$ cat config.mk
export PLATFORM = sky130hd
export DESIGN_NAME = serial_prog_rx
export DESIGN_NICKNAME = d
export VERILOG_FILES = /design/src/rtl/serial_prog_rx_pkg.sv /design/src/rtl/serial_prog_rx_sync_2ff.sv /design/src/rtl/serial_prog_rx.sv
export SDC_FILE = /design/constraint.sdc
export NUM_CORES = 1
export LEC_CHECK = 0
export ABC_AREA = 0
export CAP_MARGIN = 20
export CELL_PAD_IN_SITES_DETAIL_PLACEMENT = 0
export CELL_PAD_IN_SITES_GLOBAL_PLACEMENT = 1
export CORE_MARGIN = 1
export CORE_UTILIZATION = 41
export CTS_CLUSTER_DIAMETER = 150
export DETAILED_ROUTE_END_ITERATION = 6
export PLACE_DENSITY_LB_ADDON = 0.3
export SLEW_MARGIN = 30
export SYNTH_ARGS = -nofsm -noshare
export SYNTH_HDL_FRONTEND = slang
export SYNTH_SLANG_ARGS = --single-unit
$ cat constraint.sdc
create_clock -name clk -period 12.44 [get_ports clk]
set_input_delay 2.488 -clock clk [delete_from_list [all_inputs] [get_ports clk]]
set_output_delay 2.488 -clock clk [all_outputs]
set_load 0.02 [all_outputs]
$ cat src/rtl/serial_prog_rx_pkg.sv
`default_nettype none
// +----------------------------------------------------------------------+
// | serial_prog_pkg : shared constants, FSM encoding and display colours |
// | Rev 1.0                                                              |
// +----------------------------------------------------------------------+
package serial_prog_pkg;

    localparam int          WORD_W      = 16;
    localparam logic [15:0] HS_BLANK_LO = 16'h0000;
    localparam logic [15:0] HS_BLANK_HI = 16'hFFFF;

    typedef enum logic [2:0] {
        ST_IDLE  = 3'd0,
        ST_HS_I  = 3'd1,
        ST_DATA  = 3'd2,
        ST_HS_F  = 3'd3,
        ST_FLUSH = 3'd4
    } rx_state_t;

    // Colour codes shared with the handshake display monitor
    localparam logic [1:0] RED       = 2'b00;
    localparam logic [1:0] LIGHTBLUE = 2'b10;
    localparam logic [1:0] BLUE      = 2'b11;

    // A blank line (all zeros or all ones) never counts as a valid handshake
    function automatic logic hs_match(input logic [15:0] hs_start, input logic [15:0] hs_end);
        return (hs_start == hs_end) && (hs_end != HS_BLANK_LO) && (hs_end != HS_BLANK_HI);
    endfunction

endpackage
`default_nettype wire

$ cat src/rtl/serial_prog_rx_sync_2ff.sv
`default_nettype none
// +----------------------------------------------------------------------+
// | sync_2ff : two-flop synchroniser with asynchronous reset value       |
// | Rev 1.0                                                              |
// +----------------------------------------------------------------------+
module sync_2ff #(
    parameter int               WIDTH   = 1,
    parameter logic [WIDTH-1:0] RST_VAL = '0
) (
    input  logic             clk,
    input  logic             rst,
    input  logic [WIDTH-1:0] d,
    output logic [WIDTH-1:0] q
);

    logic [WIDTH-1:0] meta;

    always_ff @(posedge clk or posedge rst) begin
        if (rst) begin
            meta <= RST_VAL;
            q    <= RST_VAL;
        end else begin
            meta <= d;
            q    <= meta;
        end
    end

endmodule
`default_nettype wire

$ cat src/rtl/serial_prog_rx.sv
`default_nettype none
// +----------------------------------------------------------------------+
// | serial_prog_rx : serial programming link receiver (hs / payload / hs) |
// | Rev 1.0                                                              |
// +----------------------------------------------------------------------+
module serial_prog_rx #(
    parameter int N_WORDS = 8,
    parameter int WORD_W  = 16
) (
    input  logic                      clk,
    input  logic                      rst,
    input  logic                      sclk,
    input  logic                      sdi,
    input  logic                      cs_n,
    output logic [WORD_W-1:0]         hs_i,
    output logic [WORD_W-1:0]         hs_f,
    output logic [WORD_W*N_WORDS-1:0] data_out,
    output logic                      frame_done,
    output logic                      data_upd,
    output logic                      frame_err
);

    import serial_prog_pkg::*;

    localparam int CNT_W = (N_WORDS > 1) ? $clog2(N_WORDS) : 1;
    localparam int BIT_W = $clog2(WORD_W);

    logic [1:0]                sync_dat;
    logic                      s_sclk, s_sdi, s_cs_n;
    logic                      s_sclk_d, s_cs_n_d;
    logic [1:0]                warm;
    logic                      hi_seen;
    rx_state_t                 state, next_state;
    logic [WORD_W-1:0]         shift_reg;
    logic [BIT_W-1:0]          bit_cnt;
    logic [CNT_W-1:0]          word_cnt;
    logic [WORD_W*N_WORDS-1:0] shadow;
    logic [WORD_W-1:0]         hs_i_shadow;
    logic                      commit;

    logic                      rise, cs_fall, cs_rise, in_frame, abort, capture, word_done, last_word;
    logic [WORD_W-1:0]         word;

    sync_2ff #(.WIDTH(2), .RST_VAL(2'b00)) u_sync_dat (
        .clk (clk),
        .rst (rst),
        .d   ({sclk, sdi}),
        .q   (sync_dat)
    );

    sync_2ff #(.WIDTH(1), .RST_VAL(1'b1)) u_sync_cs (
        .clk (clk),
        .rst (rst),
        .d   (cs_n),
        .q   (s_cs_n)
    );

    assign s_sclk = sync_dat[1];
    assign s_sdi  = sync_dat[0];

    // The synchroniser's reset value of 1 is not a real observation of cs_n high,
    // so a frame may only start once cs_n has been seen high after the flops flush.
    assign rise      = s_sclk & ~s_sclk_d;
    assign cs_fall   = hi_seen & s_cs_n_d & ~s_cs_n;
    assign cs_rise   = ~s_cs_n_d & s_cs_n;
    assign in_frame  = (state == ST_HS_I) || (state == ST_DATA) || (state == ST_HS_F);
    assign abort     = in_frame & cs_rise;
    assign capture   = in_frame & rise & ~s_cs_n;
    assign word      = {shift_reg[WORD_W-2:0], s_sdi};
    assign word_done = capture & (bit_cnt == '1);
    assign last_word = (word_cnt == CNT_W'(N_WORDS - 1));

    always_ff @(posedge clk or posedge rst) begin
        if (rst) begin
            state <= ST_IDLE;
        end else begin
            state <= next_state;
        end
    end

    always_comb begin
        next_state = state;
        case (state)
            ST_IDLE: begin
                if (cs_fall) next_state = ST_HS_I;
            end
            ST_HS_I: begin
                if (abort)          next_state = ST_IDLE;
                else if (word_done) next_state = ST_DATA;
            end
            ST_DATA: begin
                if (abort)                       next_state = ST_IDLE;
                else if (word_done && last_word) next_state = ST_HS_F;
            end
            ST_HS_F: begin
                if (abort)          next_state = ST_IDLE;
                else if (word_done) next_state = ST_FLUSH;
            end
            ST_FLUSH: begin
                if (s_cs_n) next_state = ST_IDLE;
            end
            default: next_state = ST_IDLE;
        endcase
    end

    always_ff @(posedge clk or posedge rst) begin
        if (rst) begin
            s_sclk_d    <= 1'b0;
            s_cs_n_d    <= 1'b1;
            warm        <= 2'b00;
            hi_seen     <= 1'b0;
            shift_reg   <= '0;
            bit_cnt     <= '0;
            word_cnt    <= '0;
            shadow      <= '0;
            hs_i_shadow <= '0;
            commit      <= 1'b0;
            hs_i        <= '0;
            hs_f        <= '0;
            data_out    <= '0;
            frame_done  <= 1'b0;
            data_upd    <= 1'b0;
            frame_err   <= 1'b0;
        end else begin
            s_sclk_d   <= s_sclk;
            s_cs_n_d   <= s_cs_n;
            warm       <= {warm[0], 1'b1};
            hi_seen    <= hi_seen | (warm[1] & s_cs_n);
            frame_done <= 1'b0;
            data_upd   <= 1'b0;
            frame_err  <= 1'b0;
            commit     <= 1'b0;

            if (abort) begin
                bit_cnt   <= '0;
                frame_err <= 1'b1;
            end else if (capture) begin
                shift_reg <= word;
                bit_cnt   <= bit_cnt + 1'b1;
            end

            if (word_done) begin
                case (state)
                    ST_HS_I: begin
                        hs_i_shadow <= word;
                        word_cnt    <= '0;
                    end
                    ST_DATA: begin
                        shadow[word_cnt*WORD_W +: WORD_W] <= word;
                        word_cnt                          <= word_cnt + 1'b1;
                    end
                    ST_HS_F: commit <= 1'b1;
                    default: ;
                endcase
            end

            // shift_reg is frozen in FLUSH, so it still holds the end handshake here
            if (commit) begin
                hs_i       <= hs_i_shadow;
                hs_f       <= shift_reg;
                frame_done <= 1'b1;
                if (hs_match(hs_i_shadow, shift_reg)) begin
                    data_out <= shadow;
                    data_upd <= 1'b1;
                end
            end
        end
    end

endmodule
`default_nettype wire

==> results of run 1 <==
==> power breakdown <==
group          internal [mW]  total (mW)  switching (mW)  leakage [nW]
Combinational         0.0155      0.0525          0.0369          2.73
Clock                  0.739        1.19           0.447         0.652
Sequential              1.13        1.17          0.0376          4.78
==> cell families after synthesis <==
group,synth area share
AO/OA/AOI/OAI,0.0183
XOR/XNOR,0.0111
adder cells (fa/ha/maj),0.00464
buffers and inverters,0.0258
flip-flops,0.641
multiplexers,0.227
other,0.000278
AND/OR/NAND/NOR,0.0713
==> placed cells by master, fill, tap and decap left out, types with 3 or more instances in the layout <==
master           synthesis  routed
nand3b_1                 4       4
xor2_1                   4       4
ha_1                     5       5
o21ai_0                 38      38
nand3_1                 26      23
clkbuf_16                0      40
buf_6                    1       4
nand2_1                 92      92
mux2_1                  11      11
xnor2_1                 13      13
and2_1                  16      16
mux2_2                 261     261
nor2_1                  11      10
nand3_2                  1       3
buf_4                    4       8
clkbuf_1                37      11
bufinv_16                0       5
inv_1                   22      21
dfrtp_1                342     342
dfstp_2                  3       3
clkbuf_8                 0       7
nor4_1                   9       9
nand4_1                  9       9
clkdlybuf4s50_1          0     167
==> worst reg2reg max path, stage by stage, from the launching register on <==
cell	delay, ns
dfrtp_1	0.72
inv_1	0.13
ha_1	0.23
ha_1	0.61
nor2_2	0.70
inv_1	0.24
nor3_4	0.72
mux2_2	0.43
==> cells in the mapped netlist (all sizes together), types with 2 or more instances <==
library cell  count
dfrtp           342
mux2            272
nand2            93
o21ai            39
clkbuf           37
nand3            27
buf              22
inv              22
and2             16
xnor2            13
nor4             12
nor2             11
nand4             9
ha                5
nand3b            5
xor2              4
dfstp             3
nor3              3
a32oi             2
nand2b            2
nor4b             2
==> metal layers <==
layer / wire [um] / part of all wire / GRT usage / vias to the layer above
met5: 0 / 0 / 0 / -
met3: 1440 / 0.047 / 0.0347 / 34
met4: 466 / 0.015 / 0.0447 / 0
met1: 14500 / 0.48 / 0.276 / 4034
li1: - / - / - / 3614
met2: 13900 / 0.46 / 0.287 / 188
==> worst min-delay path by stage <==
stage               slack, ns  cells past startpoint              end          startpoint
global route             0.35                      0  u_sync_dat.q[1]  u_sync_dat.meta[1]
finish                   0.35                      0          warm[1]             warm[0]
floorplan                0.33                      0  u_sync_dat.q[0]  u_sync_dat.meta[0]
global placement         0.33                      0          warm[1]             warm[0]
detailed placement       0.34                      0  u_sync_dat.q[1]  u_sync_dat.meta[1]
CTS                      0.35                      0  u_sync_dat.q[1]  u_sync_dat.meta[1]
==> stage by stage <==
| stage | cell area (sq um) | setup slack, ns | utilization |
|---|---|---|---|
| 5_1_grt | 16900 | 7.91 | 0.522 |
| 4_1_cts | 16900 | 7.39 | 0.521 |
| 3_3_place_gp | 15500 | 6.83 | 0.479 |
| 2_1_floorplan | 13500 | 0.392 | - |
| 3_5_place_dp | 15600 | 6.85 | 0.479 |
| 6_report | 16900 | 8.29 | 0.522 |
==> final cells by class <==
class / instances / area (sq um) / area share
clock inverters: 11 / 204 / 0.0120
repair buffers: 179 / 1780 / 0.105
well taps: 442 / 553 / 0.0327
inverters: 22 / 95.1 / 0.00562
flip-flops and latches: 345 / 8640 / 0.510
multi-input cells: 525 / 4530 / 0.267
clock buffers: 58 / 1140 / 0.0673
==> impl_metrics.py, run 1 <==
metrics = {
    "status": {
        "status": "complete, no violations",
    },
    "power_and_ir_drop": {
        "finalPower_mw": 2.41,
        "peakVddDrop_mv": 0.0786,
        "leakage_nw": 8.17,
        "power.density_mw_per_mm2": 142,
    },
    "final_layout": {
        "final_cells": 1582,
        "fin_nets": 1122,
        "reg_top3": "data_out: 128 flops, shadow: 128 flops",
        "fillCellCount": 2785,
        "drive_above_1_share": 0.307,
        "area_growth_pct": 25.7,
        "insertedDiodeCount": 0,
    },
    "clocking": {
        "cts_buffers": 39,
        "cts_root_buf": "clkbuf_16",
        "cts_setup_buffers": 0,
        "ctsResizeCount": 0,
        "path_clk_slew_ns": 0.05,
        "holdBufCountCts": 0,
        "clock_path_buffers": 3,
        "clkSinkCount": 345,
        "clkLatencyLatePin_ns": 0.52,
        "h-tree-depth": 2,
        "tritoncts": "yes",
    },
    "timing": {
        "layout_min_cycle_time_ns": 4.15,
        "drv_slew": 0,
        "worst_slew_margin_rel": 0.391,
        "finalCritPeriodShare": 0.334,
        "rsz0062_at_grt": "false",
        "worst_pin_slew_ns": 0.914,
        "clock.fmax_ghz": 0.241,
        "hold_viol": 0,
        "skew_ns": 0.0205,
        "hold_slack_ns": 0.347,
        "setup_viol": 0,
        "finalSetupTns_ns": 0,
    },
    "worst_setup_path": {
        "slowest_delay_ns": 0.62,
        "critical_path.cell_chain": "clkdlybuf4s50_1 > clkinv_8 > buf_6 > buf_6",
        "cp.required_ns": 13.02,
        "crit_path_max_fanout": 125,
        "critical_path.endpoint": "data_out[58]",
        "cp.depth": 4,
        "crit_family": "buffers and inverters",
        "critPathArrivalTime_ns": 4.73,
        "reg2regPathDepth": 7,
        "r2r-start": "word_cnt[0]",
        "critPathMostFrequentCell": "buf_6",
        "path_class": "in2async",
        "slowest_stage": "buf_6",
        "cp_num_buf_inv": 4,
        "start_kind": "primary input",
        "regToRegSetupSlack_ns": 8.54,
        "r2r_end": "shadow[115]",
        "startpoint": "rst",
        "crit_path_end_kind": "asynchronous set/reset pin",
    },
    "yosys": {
        "synth.top_cell.area_share": 0.635,
        "ys_warn_count": 0,
        "synth_area_leader_cell": "dfrtp_1",
        "ys_ff_latch": 345,
        "synth_edf_count": 0,
        "syn_area_sq_mm": 0.0135,
        "syn_nets": 961,
        "synth_flop_cell": "dfrtp_1",
        "yosysSeqAreaShare": 0.641,
        "synth_area_leaders": "dfrtp_1 64%, mux2_2 22%, nand2_1 2.6%",
        "synthCells": 951,
        "ys_async_sr_fraction": 1.00,
        "yosysUniqueCellTypes": 41,
        "syn_avg_cell_area_sq_um": 14.2,
    },
    "route": {
        "drt-initial-drc-count": 437,
        "drtPass1Iterations": 4,
        "dr_total_vias": 7870,
        "wl_per_cell_um": 19.2,
        "vias_per_cell": 4.97,
        "drc": 0,
        "routed_wl_um": 30300,
        "ant_nets": 0,
    },
    "global_routing": {
        "overflow": 0,
        "antenna_found_initial": 0,
        "grt_pass1_wl_um": 48000,
        "groute.usage.overall": 0.188,
        "grt_pass1_vias": 8070,
        "grt_max_degree": 126,
    },
    "die": {
        "core_area_sq_mm": 0.0325,
        "ios": 168,
        "fp.dieH_um": 183,
        "initial_core_util": 0.415,
        "die_area_sq_mm": 0.0336,
        "die_w_um": 183,
        "num_rows": 66,
    },
    "placement": {
        "dp_hpwl_um": 18600,
        "place.gp.congestion": 0.748,
        "io_buffers": 167,
        "place_inst": 1513,
    },
    "run": {
        "maxCapViolCount": 0,
    },
    "worst_hold_path": {
        "hold_class": "reg2reg",
    },
}
Note: power is estimated with default switching activity, not from simulation.
==> run 2: changes to the inputs <==
- clock period: 12.44 -> 3.7 ns (I/O delays scaled with it)
==> run 2 against run 1 <==
- wire length rose by 3.3%
- sequential power rose to 3.3 times the previous value
- critical path depth rose by 2
- clock power rose to 3.0 times the previous value
- combinational power rose to 4.6 times the previous value
- clock skew rose by 0.0027 ns
- final cell count rose by 1.3%
- worst hold slack got worse by 0.0084 ns
- clock-buffer cell count fell by 3
- utilization rose by 0.24 points
- via count rose by 2.2%
- largest cell class unchanged
==> impl_metrics.py, run 2 (synthesized netlist as in run 1, its figures left out) <==
metrics = {
    "worst_setup_path": {
        "start_kind": "flop",
        "crit_path_end_kind": "flop",
        "cp.required_ns": 4.09,
        "critPathArrivalTime_ns": 3.15,
        "path_class": "reg2reg",
        "crit_path_max_fanout": 88,
    },
    "placement": {
        "io_buffers": 167,
        "dp_hpwl_um": 20000,
        "place_ws_ns": 0.970,
        "placed_area_sq_mm": 0.0158,
        "place.gp.congestion": 0.770,
    },
    "final_layout": {
        "final_common_cell": "dfrtp_1",
        "fin_nets": 1143,
        "multi_input_area_sq_mm": 0.00451,
        "fillCellCount": 2781,
        "insertedDiodeCount": 0,
        "fin_area_sq_mm": 0.0170,
        "reg_top3": "data_out: 128 flops, shadow: 128 flops",
        "drive_above_1_share": 0.318,
        "mostFrequentLayoutCells": "342 x dfrtp_1, 261 x mux2_2, 167 x clkdlybuf4s50_1",
        "seqCellArea_sq_mm": 0.00864,
        "area_growth_pct": 26.3,
    },
    "timing": {
        "hold_viol": 0,
        "drv_slew": 0,
        "fin_ws_ns": 0.944,
        "layout_min_cycle_time_ns": 2.76,
        "skew_ns": 0.0232,
        "setup_viol": 0,
        "rsz0062_at_grt": "false",
        "clock.fmax_ghz": 0.363,
        "finalCritPeriodShare": 0.745,
        "worst_slew_margin_rel": 0.366,
        "worst_pin_slew_ns": 0.952,
    },
    "clocking": {
        "clkSinkCount": 345,
        "tritoncts": "yes",
        "path_clk_slew_ns": 0.06,
        "cts_buffers": 38,
        "ctsResizeCount": 0,
        "cts_setup_buffers": 0,
        "clock_path_buffers": 3,
        "cts_root_buf": "clkbuf_16",
        "clkLatencyLatePin_ns": 0.53,
        "h-tree-depth": 2,
        "holdBufCountCts": 0,
    },
    "route": {
        "drc": 0,
        "routed_wl_um": 31300,
        "dr_total_vias": 8046,
        "drtPass1Iterations": 4,
        "ant_nets": 0,
        "wl_per_cell_um": 19.6,
        "vias_per_cell": 5.02,
        "drt-initial-drc-count": 446,
    },
    "power_and_ir_drop": {
        "combPwrFrac": 0.031,
        "peakVddDrop_mv": 0.306,
        "leakage_nw": 8.24,
        "p_seq_frac": 0.506,
        "intPower_mw": 5.97,
        "clockPowerShare": 0.462,
        "switching_share": 0.227,
        "p_switching_mw": 1.75,
        "power.density_mw_per_mm2": 454,
    },
    "die": {
        "initial_core_util": 0.415,
        "die_w_um": 183,
        "ios": 168,
        "core_area_sq_mm": 0.0325,
        "die_area_sq_mm": 0.0336,
        "num_rows": 66,
        "fp.dieH_um": 183,
    },
    "global_routing": {
        "grt_pass1_wl_um": 49700,
        "antenna_found_initial": 0,
        "groute.usage.overall": 0.193,
        "grt_max_degree": 89,
        "grt_pass1_vias": 8239,
        "overflow": 0,
    },
    "worst_hold_path": {
        "hold_class": "reg2reg",
    },
    "run": {
        "maxCapViolCount": 0,
    },
    "status": {
        "status": "complete, no violations",
    },
}
-- run 2: changes by cell type in the layout (fill, tap and decap cells not counted), sizes merged --
cell      change
buf          +22
clkinv        +7
bufinv        -5
clkbuf        -3
inv           -2
clkinvlp      +1
-- run 2: layout make-up --
class,instances,share of cell area
multi-input cells,525,0.265
well taps,442,0.0325
clock inverters,12,0.00500
clock buffers,55,0.0650
flip-flops and latches,345,0.508
repair buffers,201,0.119
inverters,22,0.00508
-- run 2: critical path, cell delays in order, from the launching register on --
cell     delay [ns]
dfrtp_1        0.81
nand4_1        0.21
nor4_1         0.43
nor4_1         0.14
nand3_4        0.12
buf_12         0.37
mux2_2         0.40
-- run 2: metal layers --
layer / part of all wire / wire [um] / track usage / up-vias
met5: 0 / 0 / 0 / -
met4: 0.025 / 776 / 0.0587 / 0
met2: 0.46 / 14500 / 0.304 / 206
li1: - / - / - / 3643
met1: 0.46 / 14400 / 0.273 / 4149
met3: 0.053 / 1650 / 0.0336 / 48
-- run 2: power groups by stage --
stage                     clock [mW]  combinational (mW)  sequential, mW
after global routing            3.82               0.270            3.91
after CTS                       3.67               0.249            3.91
after global placement             0               0.241            3.97
after floorplan                    0               0.162            3.90
after detailed placement           0               0.248            3.97
final                           3.57               0.242            3.91
-- run 2: final timing paths --
check	from	end	slack, ns	cells past startpoint
setup / recovery	shift_reg[8]	data_out[91]	0.94	6
hold / removal	warm[0]	warm[1]	0.34	0
setup reg to reg	shift_reg[8]	data_out[91]	0.94	6
hold reg to reg	warm[0]	warm[1]	0.34	0
max in group asynchronous	rst	u_sync_cs.meta	2.25	4
min in group asynchronous	rst	data_out[125]	0.57	2
-- run 2: through the flow --
stage                     std cells  hold slack, ns  power, mW  TNS (ns)  utilization
after floorplan                 951           0.331       4.07   -566.87            -
after global placement         1534           0.334       4.21         0        0.487
after detailed placement       1535           0.335       4.22         0        0.487
after CTS                      1602           0.324       7.82         0        0.524
after global routing           1602           0.337       8.00         0        0.524
final                          1602           0.338       7.72         0        0.524
==> RTL change, RTL diff (flow settings as in run 1) <==
Re-encode `rx_state_t` (5 states) as one-hot, 5 bits wide.
--- a/src/rtl/serial_prog_rx_pkg.sv
+++ b/src/rtl/serial_prog_rx_pkg.sv
@@ -11,8 +11,8 @@
 
-    typedef enum logic [2:0] {
-        ST_IDLE  = 3'd0,
-        ST_HS_I  = 3'd1,
-        ST_DATA  = 3'd2,
-        ST_HS_F  = 3'd3,
-        ST_FLUSH = 3'd4
+    typedef enum logic [4:0] {
+        ST_IDLE  = 5'b00001,
+        ST_HS_I  = 5'b00010,
+        ST_DATA  = 5'b00100,
+        ST_HS_F  = 5'b01000,
+        ST_FLUSH = 5'b10000
     } rx_state_t;
Check against the original RTL: same outputs for any inputs over 10 cycles, from zero or initial values and one cycle with rst high; not proved beyond that.
==> RTL change against run 1 <==
Wire length increased by 1.2%. Power decreased by 7.2%. Synthesized area increased by 2.1%. Fmax increased by 3.0%. Final area increased by 0.74%. Utilization decreased by 0.14 points. Global-route usage decreased by 0.45 points. Setup slack improved by 120 ps. Sequential cell count increased by 2. Critical endpoint is now data_out[61]. Largest power group is now registers.
==> RTL change: results (changes against run 1) <==
[run_status]
status = finished clean

[setup_path]
cpMaxStageDelayCell = clkdlybuf4s50_1
timing.rr.start = shift_reg[5]
critPathLaunch = data_out[61]
r2r_cells = 6  ; -1
critical_path_class = flip-flop to primary output
worst-path-max-fanout = 2  ; -98%

[synth]
synthTopCellsByCount = dfrtp_1 (343), mux2_2 (288), nand2_1 (54)
avgSynthCellArea_sq_um = 14.5  ; +2.6%
synth.mux.area_fraction_pct = 24.8  ; +2.1 points
synthesis.nets = 960  ; -0.10%
synth_compound_area_share_pct = 1.68  ; -0.15 points
synth-xor-area-share_pct = 1.08  ; -0.023 points
synthAdderAreaFrac_pct = 0.728  ; +0.26 points

[placed_design]
dpl_worst_slack_ps = 7800  ; +958 ps
gp_congestion = 0.778  ; +3.9%

[worst_hold_path]
holdCritStartpoint = u_sync_dat.meta[0]

[grt]
track_usage_pct = 18.3  ; -0.45 points
grt_first_pass_wirelength_mm = 47.5  ; -1.2%
antenna_found_initial = 1  ; +1
grt_pass1_vias = 8076  ; +0.074%

[sta]
clock_skew_ps = 10.9  ; -9.63 ps
worstMarginPinSlew_ps = 940  ; +26.7 ps

[detailed_routing]
wl_mm = 30.7  ; +1.2%
drt-initial-drc-count = 394  ; -9.8%

RTL change: stage by stage:
| stage | hold WS (ps) | cells | instance area (sq um) | power [uW] | util, % |
|---|---|---|---|---|---|
| final | 347 | 1580 | 17100 | 2230 | 52.0 |
| after global routing | 355 | 1579 | 17100 | 2320 | 52.0 |
| after CTS | 348 | 1579 | 17000 | 2270 | 52.0 |
| after detailed placement | 335 | 1512 | 15900 | 1190 | 48.4 |
| after global placement | 332 | 1512 | 15900 | 1190 | 48.4 |
| after floorplan | 331 | 947 | 13800 | 1180 | - |
RTL change: layout make-up:
| type | count | area (sq um) | area share, % |
|---|---|---|---|
| tap | 442 | 553 | 3.24 |
| clock inverter | 7 | 67.6 | 0.396 |
| inverter | 22 | 90.1 | 0.528 |
| timing repair buffer | 180 | 1780 | 10.5 |
| multi-input combinational | 521 | 4750 | 27.9 |
| clock buffer | 60 | 1110 | 6.54 |
| sequential | 347 | 8690 | 50.9 |
| antenna | 1 | 2.50 | 0.0147 |
RTL change: power by group:
group	internal, uW	switching (uW)	total (uW)	leakage, uW
Combinational	5.92	26.2	32.1	0.00296
Clock	635	428	1060	0.000580
Sequential	1130	6.01	1140	0.00481
Total	1770	460	2230	0.00835
RTL change: final timing paths:
check / end / slack (ps)
setup / recovery: data_out[61] / 8410
hold / removal: u_sync_dat.q[0] / 350
setup reg to reg: data_out[8] / 8780
hold reg to reg: u_sync_dat.q[0] / 350
max in group asynchronous: u_sync_dat.q[1] / 8660
min in group asynchronous: data_out[42] / 2550
RTL change: routing by layer:
layer	wire length (um)	share of wire, %	vias to the layer above	track usage (%)
met5	0	0	-	0
met3	1200	3.9	42	2.97
met1	14200	46	4108	25.3
li1	-	-	3628	-
met4	495	1.6	0	4.60
met2	14800	48	166	30.1
